**src/rtl/prefetch_queue.sv**
```systemverilog
// prefetch_queue: byte ring buffer feeding pre_decode, with a single-outstanding word fetcher.
// Optional stall counter output is enabled by defining PREFETCH_STALL_CNT_EN.
module prefetch_queue #(
  parameter int DEPTH  = 8,
  parameter int ADDR_W = 20
) (
  input  logic              clk,
  input  logic              reset_n,
  input  logic              ce,
  input  logic              flush,
  input  logic [ADDR_W-1:0] flush_addr,
  input  logic              consume,
  input  logic [3:0]        consume_len,
  output logic [3:0]        q_len,
  output logic [7:0]        q0,
  output logic [7:0]        q1,
  output logic [7:0]        q2,
  output logic              fetch_req,
  output logic [ADDR_W-1:0] fetch_addr,
  input  logic              fetch_ack,
  input  logic [15:0]       fetch_data
`ifdef PREFETCH_STALL_CNT_EN
  ,
  output logic [15:0]       stall_cnt
`endif
);

  localparam int PW = $clog2(DEPTH);

  typedef enum logic [1:0] {IDLE, REQ, DISCARD} state_t;

  state_t            state;
  logic [7:0]        mem [DEPTH];
  logic [PW-1:0]     head;
  logic [PW-1:0]     tail;
  logic [ADDR_W-1:0] nfp;

  logic [3:0] free;
  logic [3:0] need;
  logic [3:0] used;
  logic [3:0] added;
  logic       wr_en;

  always_comb begin
    free  = 4'(DEPTH) - q_len;
    need  = nfp[0] ? 4'd1 : 4'd2;
    used  = '0;
    if (consume) used = (consume_len > q_len) ? q_len : consume_len;
    wr_en = (state == REQ) && fetch_ack && !flush;
    added = '0;
    if (wr_en) added = fetch_addr[0] ? 4'd1 : 4'd2;
  end

  // Head bytes are gated by the registered count so stale slots read as zero.
  always_comb begin
    q0 = (q_len > 4'd0) ? mem[head]           : 8'h00;
    q1 = (q_len > 4'd1) ? mem[head + PW'(1)]  : 8'h00;
    q2 = (q_len > 4'd2) ? mem[head + PW'(2)]  : 8'h00;
  end

  // NOTE: the byte storage has no reset; q_len gates every read, so stale bytes are never visible.
  always_ff @(posedge clk) begin
    if (ce && wr_en) begin
      if (fetch_addr[0]) begin
        mem[tail] <= fetch_data[15:8];
      end else begin
        mem[tail]          <= fetch_data[7:0];
        mem[tail + PW'(1)] <= fetch_data[15:8];
      end
    end
  end

  // NOTE: non-blocking assignments keep every branch working from the pre-edge q_len and state.
  always_ff @(posedge clk or negedge reset_n) begin
    if (!reset_n) begin
      state      <= IDLE;
      head       <= '0;
      tail       <= '0;
      q_len      <= '0;
      nfp        <= '0;
      fetch_req  <= 1'b0;
      fetch_addr <= '0;
    end else if (ce) begin
      if (flush) begin
        head  <= '0;
        tail  <= '0;
        q_len <= '0;
        nfp   <= flush_addr;
        // A bus cycle in flight cannot be aborted; wait out its ack in DISCARD.
        if (state != IDLE && !fetch_ack) begin
          state <= DISCARD;
        end else begin
          state     <= IDLE;
          fetch_req <= 1'b0;
        end
      end else begin
        head  <= head + PW'(used);
        q_len <= q_len - used + added;
        if (wr_en) begin
          tail <= tail + PW'(added);
          nfp  <= nfp + ADDR_W'(added);
        end
        case (state)
          IDLE: begin
            if (free >= need) begin
              state      <= REQ;
              fetch_req  <= 1'b1;
              fetch_addr <= nfp;
            end
          end
          REQ, DISCARD: begin
            if (fetch_ack) begin
              state     <= IDLE;
              fetch_req <= 1'b0;
            end
          end
          default: state <= IDLE;
        endcase
      end
    end
  end

`ifdef PREFETCH_STALL_CNT_EN
  always_ff @(posedge clk or negedge reset_n) begin
    if (!reset_n) begin
      stall_cnt <= '0;
    end else if (ce) begin
      if (flush) stall_cnt <= '0;
      else if (q_len == 4'd0 && stall_cnt != 16'hFFFF) stall_cnt <= stall_cnt + 16'd1;
    end
  end
`endif

  // Over-consumption is clamped in hardware; flag it so the sequencer bug is visible.
  always_ff @(posedge clk) begin
    if (reset_n && ce && consume && !flush)
      assert (consume_len <= q_len)
      else $warning("prefetch_queue: consume_len %0d exceeds q_len %0d, clamped", consume_len, q_len);
  end

endmodule

```
**config.mk**
```make
export PLATFORM = sky130hd
export DESIGN_NAME = prefetch_queue
export DESIGN_NICKNAME = d
export VERILOG_FILES = /design/src/rtl/prefetch_queue.sv
export SDC_FILE = /design/constraint.sdc
export NUM_CORES = 1
export LEC_CHECK = 0
export BUFFER_PORTS_ARGS = -buffer_cell sky130_fd_sc_hd__buf_2
export CORE_ASPECT_RATIO = 0.6
export CORE_MARGIN = 2
export CORE_UTILIZATION = 56
export DETAILED_ROUTE_END_ITERATION = 8
export PLACE_DENSITY = 0.88
export REMOVE_ABC_BUFFERS = 1
export SETUP_SLACK_MARGIN = 0.02
export SYNTH_ARGS = -nofsm -noshare
export SYNTH_HDL_FRONTEND = slang
export SYNTH_SLANG_ARGS = --single-unit
```
**constraint.sdc**
```tcl
create_clock -name clk -period 5.15 [get_ports clk]
set_clock_uncertainty 0.05 [all_clocks]
set_input_delay 1.03 -clock clk [delete_from_list [all_inputs] [get_ports clk]]
set_output_delay 1.03 -clock clk [all_outputs]
set_load 0.01 [all_outputs]
```
Yosys cells after proc, flatten, opt, wreduce, memory -nomap -nowiden
Memory sizes are Yosys's and may differ from the RTL's.
Index checks and enable logic that the tools add are counted.
Word-level totals
  bits in registers: 53
  memory bits (writable): 64
  bits of input ports: 46
  output and inout port bits: 49
  logic and storage cells: 75
  memories kept: 1
Operators by class
  add/sub/neg operators: 9
  order comparisons: 5
  equality and inequality tests: 5
  mux-type cells: 31
  bitwise logic cells: 2
  reduce and logical (&&, ||, !) cells: 15
Memories
  mem: words 8, bits a word 8, rd ports 3, clocked after memory_dff 0, write ports 2, RTL line 33  | logic [7:0] mem [DEPTH];
Operators by type and width (count)
  20-bit two-way mux: 2
  8-bit two-way mux: 4
  20-bit by 4-bit adder with 20-bit output: 1
  2-bit two-way mux: 7
  4-bit two-way mux: 3
  1-bit two-way mux: 10
  3-bit two-way mux: 3
  4-bit by 1-bit greater-than comparator with 1-bit output (second input constant): 2
  3-bit by 1-bit adder with 3-bit output (second input constant): 2
  3-bit adder: 2
  3-bit inequality test (second input constant): 2
  5-bit AND reduction: 1
  4-bit adder: 1
  4-bit by 2-bit greater-or-equal comparator with 1-bit output: 1
  4-bit by 2-bit greater-than comparator with 1-bit output (second input constant): 1
  4-bit greater-than comparator: 1
  1-bit logical AND: 4
  2-bit one-hot mux with 2 select lines: 1
  4-bit AND reduction: 1
  2-bit nonzero test: 2
  4-bit subtractor: 1
  4-bit subtractor (first input constant): 1
  3-bit by 2-bit adder with 3-bit output (second input constant): 1
  3-bit AND reduction: 1
  11 further kinds: 12

Longest topological paths before layout
Gate-level depths: netlist (run 1).
  word-level depth: 7
  mapped depth: 16
  depth with buffers taken out: 16

Worst setup path before layout (run 1)
OpenSTA, ideal clock, no wires.
  kind: input port to flip-flop
  from: input port consume_len[1]
  to: register q_len[3]
  setup time: 0.131 ns
  arrival time: 3.798 ns
  required time: 4.969 ns
  slack: 1.170 ns
  stages on the path: 15
  path buffers: 0
  cell sequence: ha_1 > nor2b_1 > o211ai_1 > a21boi_0 > mux2i_1 > nand2b_1 > inv_1 > fa_1 > inv_1 > ha_1 > a21o_1 > a21oi_1 > xor2_1 > xnor2_1 > o22ai_1
Between the ends
  word-level cells in the longest chain between the ends: 6
RTL lines
  from (decl): RTL line 13  | input logic [3:0] consume_len,
  4-bit greater-than comparator: RTL line 48  | if (consume) used = (consume_len > q_len) ? q_len : consume_len;
  4-bit two-way mux * (2 in a row): RTL line 48
  4-bit subtractor *: RTL line 98  | q_len <= q_len - used + added;
  4-bit adder *: RTL line 98
  4-bit two-way mux *: RTL line 84  | if (flush) begin
  to (signal assigned): RTL line 98
  to (decl): RTL line 14  | output logic [3:0] q_len,
Every way passes the cells marked *; elsewhere a longest branch is shown, timed or not.
A chain may end at the register's enable or synchronous reset.

Final worst setup path (run 1)
  from: register head[1]
  to: output port q1[7]
Between the ends
  word-level cells in the longest chain between the ends: 3
RTL lines
  from (decl): RTL line 34  | logic [PW-1:0] head;
  from (signal assigned): RTL line 97  | head <= head + PW'(used);
  3-bit by 1-bit adder with 3-bit output: RTL line 57  | q1 = (q_len > 4'd1) ? mem[head + PW'(1)] : 8'h00;
  memory 8 x 8 bit
  8-bit two-way mux: RTL line 57
  to (decl): RTL line 16  | output logic [7:0] q1,
No other way between the ends.

==> results.py, run 1 <==
metrics = {
    "final_layout": {
        "diodes": 0,
        "layout.cells.non_filler": 979,
        "postLayoutCellArea_um2": 8620,
        "n_fill_cell": 945,
        "drive_above_1_share_pct": 27.07,
        "final_nets": 869,
        "synthToLayoutAreaGrowth_pct": 15.01,
    },
    "place": {
        "dp_hpwl_um": 13730,
        "place_area_um2": 8023,
        "placedCellCount": 947,
        "place.gp.congestion": 0.8471,
        "port_buffers": 94,
    },
    "detailed_routing": {
        "viasPerCell": 6.573,
        "wirelength_um": 20680,
        "postRouteAntennaNets": 0,
        "drc": 0,
        "initialDrtViolationCount": 839,
        "routedWlPerCell_um": 21.12,
        "vias": 6435,
        "drtPass1Iterations": 5,
    },
    "grt": {
        "grt_max_degree": 54,
        "antenna_found_initial": 0,
        "grt_first_pass_wirelength_um": 32740,
        "grt_pass1_vias": 6249,
        "grt_usage_pct": 29.91,
        "overflow": 0,
    },
    "power": {
        "powerDensity_nw_per_um2": 498.3,
        "power_leakage_uw": 0.003485,
        "peakVddDrop_v": 0.0003082,
        "p_sw_share_pct": 38.15,
        "comb_power_share_pct": 41.7,
        "sequentialPowerShare_pct": 30.8,
        "clkPwrFrac_pct": 27.5,
        "p_int_uw": 2656,
        "p_switching_uw": 1639,
    },
    "timing": {
        "fin_tns_setup_ps": 0,
        "report.final.slew_viol_count": 0,
        "slew_headroom_pct": 16.86,
        "hold_violations": 0,
        "tightest_slew_ps": 1240,
        "rsz0062_at_grt": "no",
        "setup_viol": 0,
        "fmax_ghz": 0.2403,
        "min_period_ps": 4162,
        "period_share_pct": 80.82,
        "holdWs_ps": 452.2,
    },
    "critical_path": {
        "reg2reg_slack_ps": 1250,
        "worst-path-max-fanout": 21,
        "worst_setup_path_end_kind": "output port",
        "crit_required_ps": 4070,
        "reg2reg_depth": 15,
        "worstSetupPathDepth": 5,
        "crit_path_start_kind": "flip-flop",
        "cp_top_family": "adder cells",
        "cp-endpoint": "q1[7]",
        "crit_type": "flip-flop to output port",
        "worst_path_max_delay_cell": "ha_1",
        "path_cells": "ha_1 > mux4_2 > nand2_1 > a21oi_1 > buf_2",
        "max_stage_delay_ps": 1060,
        "crit_path_start": "head[1]$_DFFE_PN0P_",
        "reg2reg_from": "q_len[2]$_DFFE_PN0P_",
        "cp.arrival_ps": 3080,
        "cp_num_buf_inv": 1,
        "r2r_end": "q_len[3]$_DFFE_PN0P_",
    },
    "outcome": {
        "status": "finished, final reports clean",
    },
    "cts": {
        "cts_resized": 0,
        "hold_buffers": 0,
        "clk_latency_ps": 420,
        "clock-sinks": 117,
        "post-cts-setup-buffer-count": 0,
        "cts_htree_levels": 4,
        "path_clk_slew_ps": 60,
        "numCtsBuffers": 17,
        "clk_path_buf_depth": 2,
        "cts_tree": "built",
        "cts-root-buf": "clkbuf_16",
    },
    "logic_synthesis": {
        "synth.ff_latch_count": 117,
        "synth_flop_cell": "edfxtp_1",
        "synthTopCellsByArea": "edfxtp_1 (26%), dfrtp_1 (18%), mux4_2 (11%)",
        "synthArstFlopShare_pct": 45.30,
        "synth_top_area_share_pct": 25.64,
        "synth_cell_types": 60,
        "yosys_warnings": 0,
        "ys_seq_area_share_pct": 43.34,
        "synth_edf_count": 64,
        "synthCells": 725,
        "synth_top_area_cell": "edfxtp_1",
        "syn_avg_cell_area_um2": 10.34,
        "netlist_area_um2": 7495,
    },
    "floorplanning": {
        "die_w_um": 153.4,
        "coreArea_um2": 12970,
        "rows": 32,
        "start_util_pct": 57.77,
        "ios": 95,
        "die_h_um": 93.61,
        "dieArea_um2": 14360,
    },
    "worst_hold_path": {
        "hold_path_class": "flip-flop to flip-flop",
    },
    "flow_run": {
        "cap_violations": 0,
    },
}
-- cells by family after synthesis --
logic type,count (synthesis),synth area share (%)
and+or+nand+nor,219,13.61
DFF,117,43.34
muxes,85,17.91
AOI/OAI and AO/OA,179,13.84
adders and majority gates,27,5.008
xor gates and xnor gates,11,1.286
buffers and inverters,87,5.008
-- power groups by stage --
stage	logic, uW	registers, uW	clock network (uW)
floorplan	1070	1390	0
global placement	1680	1320	0
detailed placement	1740	1330	0
CTS	1770	1320	1180
global route	1950	1350	1230
finish	1790	1320	1180
-- routing by layer --
metal | GRT usage [%] | routed length, um | up-vias
li1 | - | - | 2809
met1 | 40.66 | 8359 | 3087
met2 | 44.68 | 9205 | 455
met3 | 9.222 | 2427 | 82
met4 | 13.38 | 674 | 2
met5 | 0 | 12 | -
-- sequential cells by signal, summed over array words and instances, names as in the netlist --
| name | count |
|---|---|
| q_len | 4 |
| nfp | 20 |
| fetch_req | 1 |
| head | 3 |
| mem | 64 |
| state | 2 |
| tail | 3 |
| fetch_addr | 20 |
-- stage by stage --
step / power [uW] / util (%) / setup WS (ps)
final: 4295 / 66.44 / 987.9
after global routing: 4518 / 66.44 / 818.1
after CTS: 4267 / 66.44 / 1038
after detailed placement: 3070 / 61.84 / 767.2
after global placement: 3003 / 61.84 / 887.2
after floorplan: 2464 / - / 891.4
-- Yosys cell counts (all sizes together) (2+ instances only) --
cell type / instances
nor2b: 2
nor2: 93
mux2: 23
buf: 29
clkbuf: 22
nand3: 17
a22oi: 2
a21o: 2
o21ai: 15
a31o: 2
nand2b: 2
o21bai: 2
o22ai: 23
inv: 36
xor2: 3
nand4: 4
nor4: 2
edfxtp: 64
xnor2: 8
dfrtp: 53
and3: 10
and4: 2
mux4: 37
a21oi: 111
fa: 5
nor3: 6
mux2i: 25
and2: 3
ha: 22
nand2: 73
a31oi: 4
a211oi: 3
o211ai: 2
o31ai: 3
-- cell usage in the layout, fill, tap and decap left out, drive strengths merged, types with 8 or more instances in the layout --
cell,instances
buf,103
o22ai,23
o21ai,15
edfxtp,64
mux2i,25
and3,10
nand2,73
ha,22
a21oi,111
nor2,93
clkbuf,20
mux4,37
mux2,23
nand3,17
inv,39
xnor2,8
dfrtp,53
-- worst min path at each step --
stage | from | endpoint | slack (ps) | depth (start not counted)
after detailed placement | fetch_addr[6]$_DFFE_PN0P_ | fetch_addr[6]$_DFFE_PN0P_ | 440 | 1
after floorplan | nfp[18]$_DFFE_PN0P_ | fetch_addr[18]$_DFFE_PN0P_ | 430 | 1
after global routing | fetch_addr[19]$_DFFE_PN0P_ | fetch_addr[19]$_DFFE_PN0P_ | 470 | 1
after CTS | fetch_addr[6]$_DFFE_PN0P_ | fetch_addr[6]$_DFFE_PN0P_ | 450 | 1
final | fetch_addr[19]$_DFFE_PN0P_ | fetch_addr[19]$_DFFE_PN0P_ | 450 | 1
after global placement | fetch_addr[3]$_DFFE_PN0P_ | fetch_addr[3]$_DFFE_PN0P_ | 440 | 1
-- area by class of cell --
cell class,count,area (um2),share of cell area (%)
clock buffers,20,479.2,5.560
clock inverters,12,117.6,1.364
inverters,36,135.1,1.568
multi-input cells,521,3887,45.10
flip-flops and latches,117,3249,37.70
well taps,170,212.7,2.468
repair buffers,103,538.0,6.242
(Power assumes the default switching activity.)
==> inputs of run 2 (changes only) <==
Clock period 5.15 ns to 4.2 ns, I/O delays scaled along.
==> run 2 against run 1 <==
Via count decreased by 0.89%; hold slack worse by 66 ps; core utilization rose by 0.96 points; cell area up 1.5%; global-route usage is essentially flat; first-iteration DRC count decreased by 3.6%; sequential cell count unchanged; die area stayed put; total power rose by 26%.
==> results.py, run 2 (synthesis results as in run 1) <==
metrics = {
    "critical_path": {
        "reg2reg_from": "q_len[1]$_DFFE_PN0P_",
        "r2r_end": "q_len[3]$_DFFE_PN0P_",
        "crit_required_ps": 4440,
        "reg2reg_depth": 16,
        "cp.arrival_ps": 4090,
        "crit_path_start_kind": "flip-flop",
        "worst_setup_path_end_kind": "flip-flop",
        "reg2reg_slack_ps": 350,
        "worst-path-max-fanout": 6,
        "crit_type": "flip-flop to flip-flop",
    },
    "cts": {
        "hold_buffers": 0,
        "post-cts-setup-buffer-count": 0,
        "numCtsBuffers": 17,
        "cts_tree": "built",
        "path_clk_slew_ps": 60,
        "clk_latency_ps": 420,
        "cts-root-buf": "clkbuf_16",
        "cts_resized": 0,
        "clk_path_buf_depth": 2,
        "cts_htree_levels": 4,
        "clock-sinks": 117,
    },
    "final_layout": {
        "drive_above_1_share_pct": 28.19,
        "n_fill_cell": 932,
        "synthToLayoutAreaGrowth_pct": 16.68,
        "final_common_cell": "a21oi_1",
        "seqCellArea_um2": 3249,
        "final_cell_mix": "a21oi_1 (104), buf_2 (94), nor2_1 (92), nand2_1 (70), edfxtp_1 (64)",
        "multi_input_area_um2": 3877,
        "postLayoutCellArea_um2": 8745,
        "diodes": 0,
        "top_register": "mem",
        "reg_top3": "mem: 64 flops, fetch_addr: 20 flops, nfp: 20 flops",
        "final_nets": 883,
        "largest_reg_flops": 64,
    },
    "place": {
        "pre_cts_ws_ps": 67.83,
        "dp_hpwl_um": 13950,
        "port_buffers": 94,
        "place.gp.congestion": 0.8386,
        "place_area_um2": 8118,
    },
    "detailed_routing": {
        "drtPass1Iterations": 5,
        "postRouteAntennaNets": 0,
        "routedWlPerCell_um": 21.01,
        "drc": 0,
        "viasPerCell": 6.423,
        "vias": 6378,
        "wirelength_um": 20860,
        "initialDrtViolationCount": 809,
    },
    "timing": {
        "worst_slack_ps": 349.5,
        "fin_tns_setup_ps": 0,
        "rsz0062_at_grt": "no",
        "slew_headroom_pct": 26.91,
        "fmax_ghz": 0.2597,
        "tightest_slew_ps": 1089,
        "period_share_pct": 91.68,
        "setup_viol": 0,
        "holdWs_ps": 386.2,
        "min_period_ps": 3850,
        "report.final.slew_viol_count": 0,
        "hold_violations": 0,
    },
    "grt": {
        "antenna_found_initial": 0,
        "overflow": 0,
        "grt_first_pass_wirelength_um": 32640,
        "grt_max_degree": 44,
        "grt_usage_pct": 29.93,
        "grt_pass1_vias": 6127,
    },
    "power": {
        "power_leakage_uw": 0.003566,
        "peakVddDrop_v": 0.0003547,
        "totalPowerFinal_uw": 5410,
        "powerDensity_nw_per_um2": 618.7,
    },
    "floorplanning": {
        "ios": 95,
        "dieArea_um2": 14360,
        "start_util_pct": 57.77,
        "die_w_um": 153.4,
        "die_h_um": 93.61,
        "rows": 32,
        "coreArea_um2": 12970,
    },
    "outcome": {
        "status": "finished, final reports clean",
    },
    "worst_hold_path": {
        "hold_path_class": "input port to async pin",
    },
    "flow_run": {
        "cap_violations": 0,
    },
}
[run 2: changes by cell type in the layout (fill, tap and decap cells not counted), sizes merged]
cell and delta:
buf +14, bufinv +3, clkbuf -3, clkinv -1, clkinvlp +1
[run 2: layout make-up]
class | count | share of cell area (%)
Multi-Input combinational cell | 521 | 44.34
Clock buffer | 17 | 4.865
Tap cell | 170 | 2.432
Inverter | 36 | 1.545
Timing Repair Buffer | 117 | 7.354
Clock inverter | 15 | 2.304
Sequential cell | 117 | 37.16
[run 2: report_power, final]
part	total [uW]	switching [uW]	internal, uW
clock	1560	563	995
sequential	1610	205	1410
combinational	2240	1250	987
total	5410	2020	3390
[run 2: how the worst max path moves through the flow]
| stage | cells after the start | slack [ps] | end | from |
|---|---|---|---|---|
| 3_3_place_gp | 16 | 250 | q_len[3]$_DFFE_PN0P_ | consume_len[1] |
| 2_1_floorplan | 6 | 130 | mem[6][0]$_DFFE_PP_ | flush |
| 4_1_cts | 16 | 360 | q_len[3]$_DFFE_PN0P_ | q_len[1]$_DFFE_PN0P_ |
| 6_report | 16 | 350 | q_len[3]$_DFFE_PN0P_ | q_len[1]$_DFFE_PN0P_ |
| 3_5_place_dp | 16 | 70 | q_len[3]$_DFFE_PN0P_ | consume_len[1] |
| 5_1_grt | 15 | 140 | q_len[3]$_DFFE_PN0P_ | q_len[2]$_DFFE_PN0P_ |
[run 2: per-stage QoR]
step,instances,util (%)
after global routing,993,67.41
after CTS,993,67.41
after global placement,961,62.58
after floorplan,674,-
after detailed placement,961,62.58
final,993,67.41
[run 2: critical path, stage by stage, from the launching register on]
cell and delay [ps]:
dfrtp_1 420, inv_1 180, ha_1 340, nor2b_1 140, o211ai_1 140, a21boi_0 310, mux2i_1 240, nand2b_1 180
inv_1 80, fa_1 510, inv_1 70, ha_1 300, a21o_1 160, a21oi_1 190, xor2_1 200, xnor2_1 140
o22ai_1 90
[run 2: per-layer routing]
metal / global-route usage [%] / wire (um)
met3: 8.387 / 2681
met1: 41.43 / 8388
met2: 44.68 / 9160
met5: 0 / 0
met4: 13.00 / 632
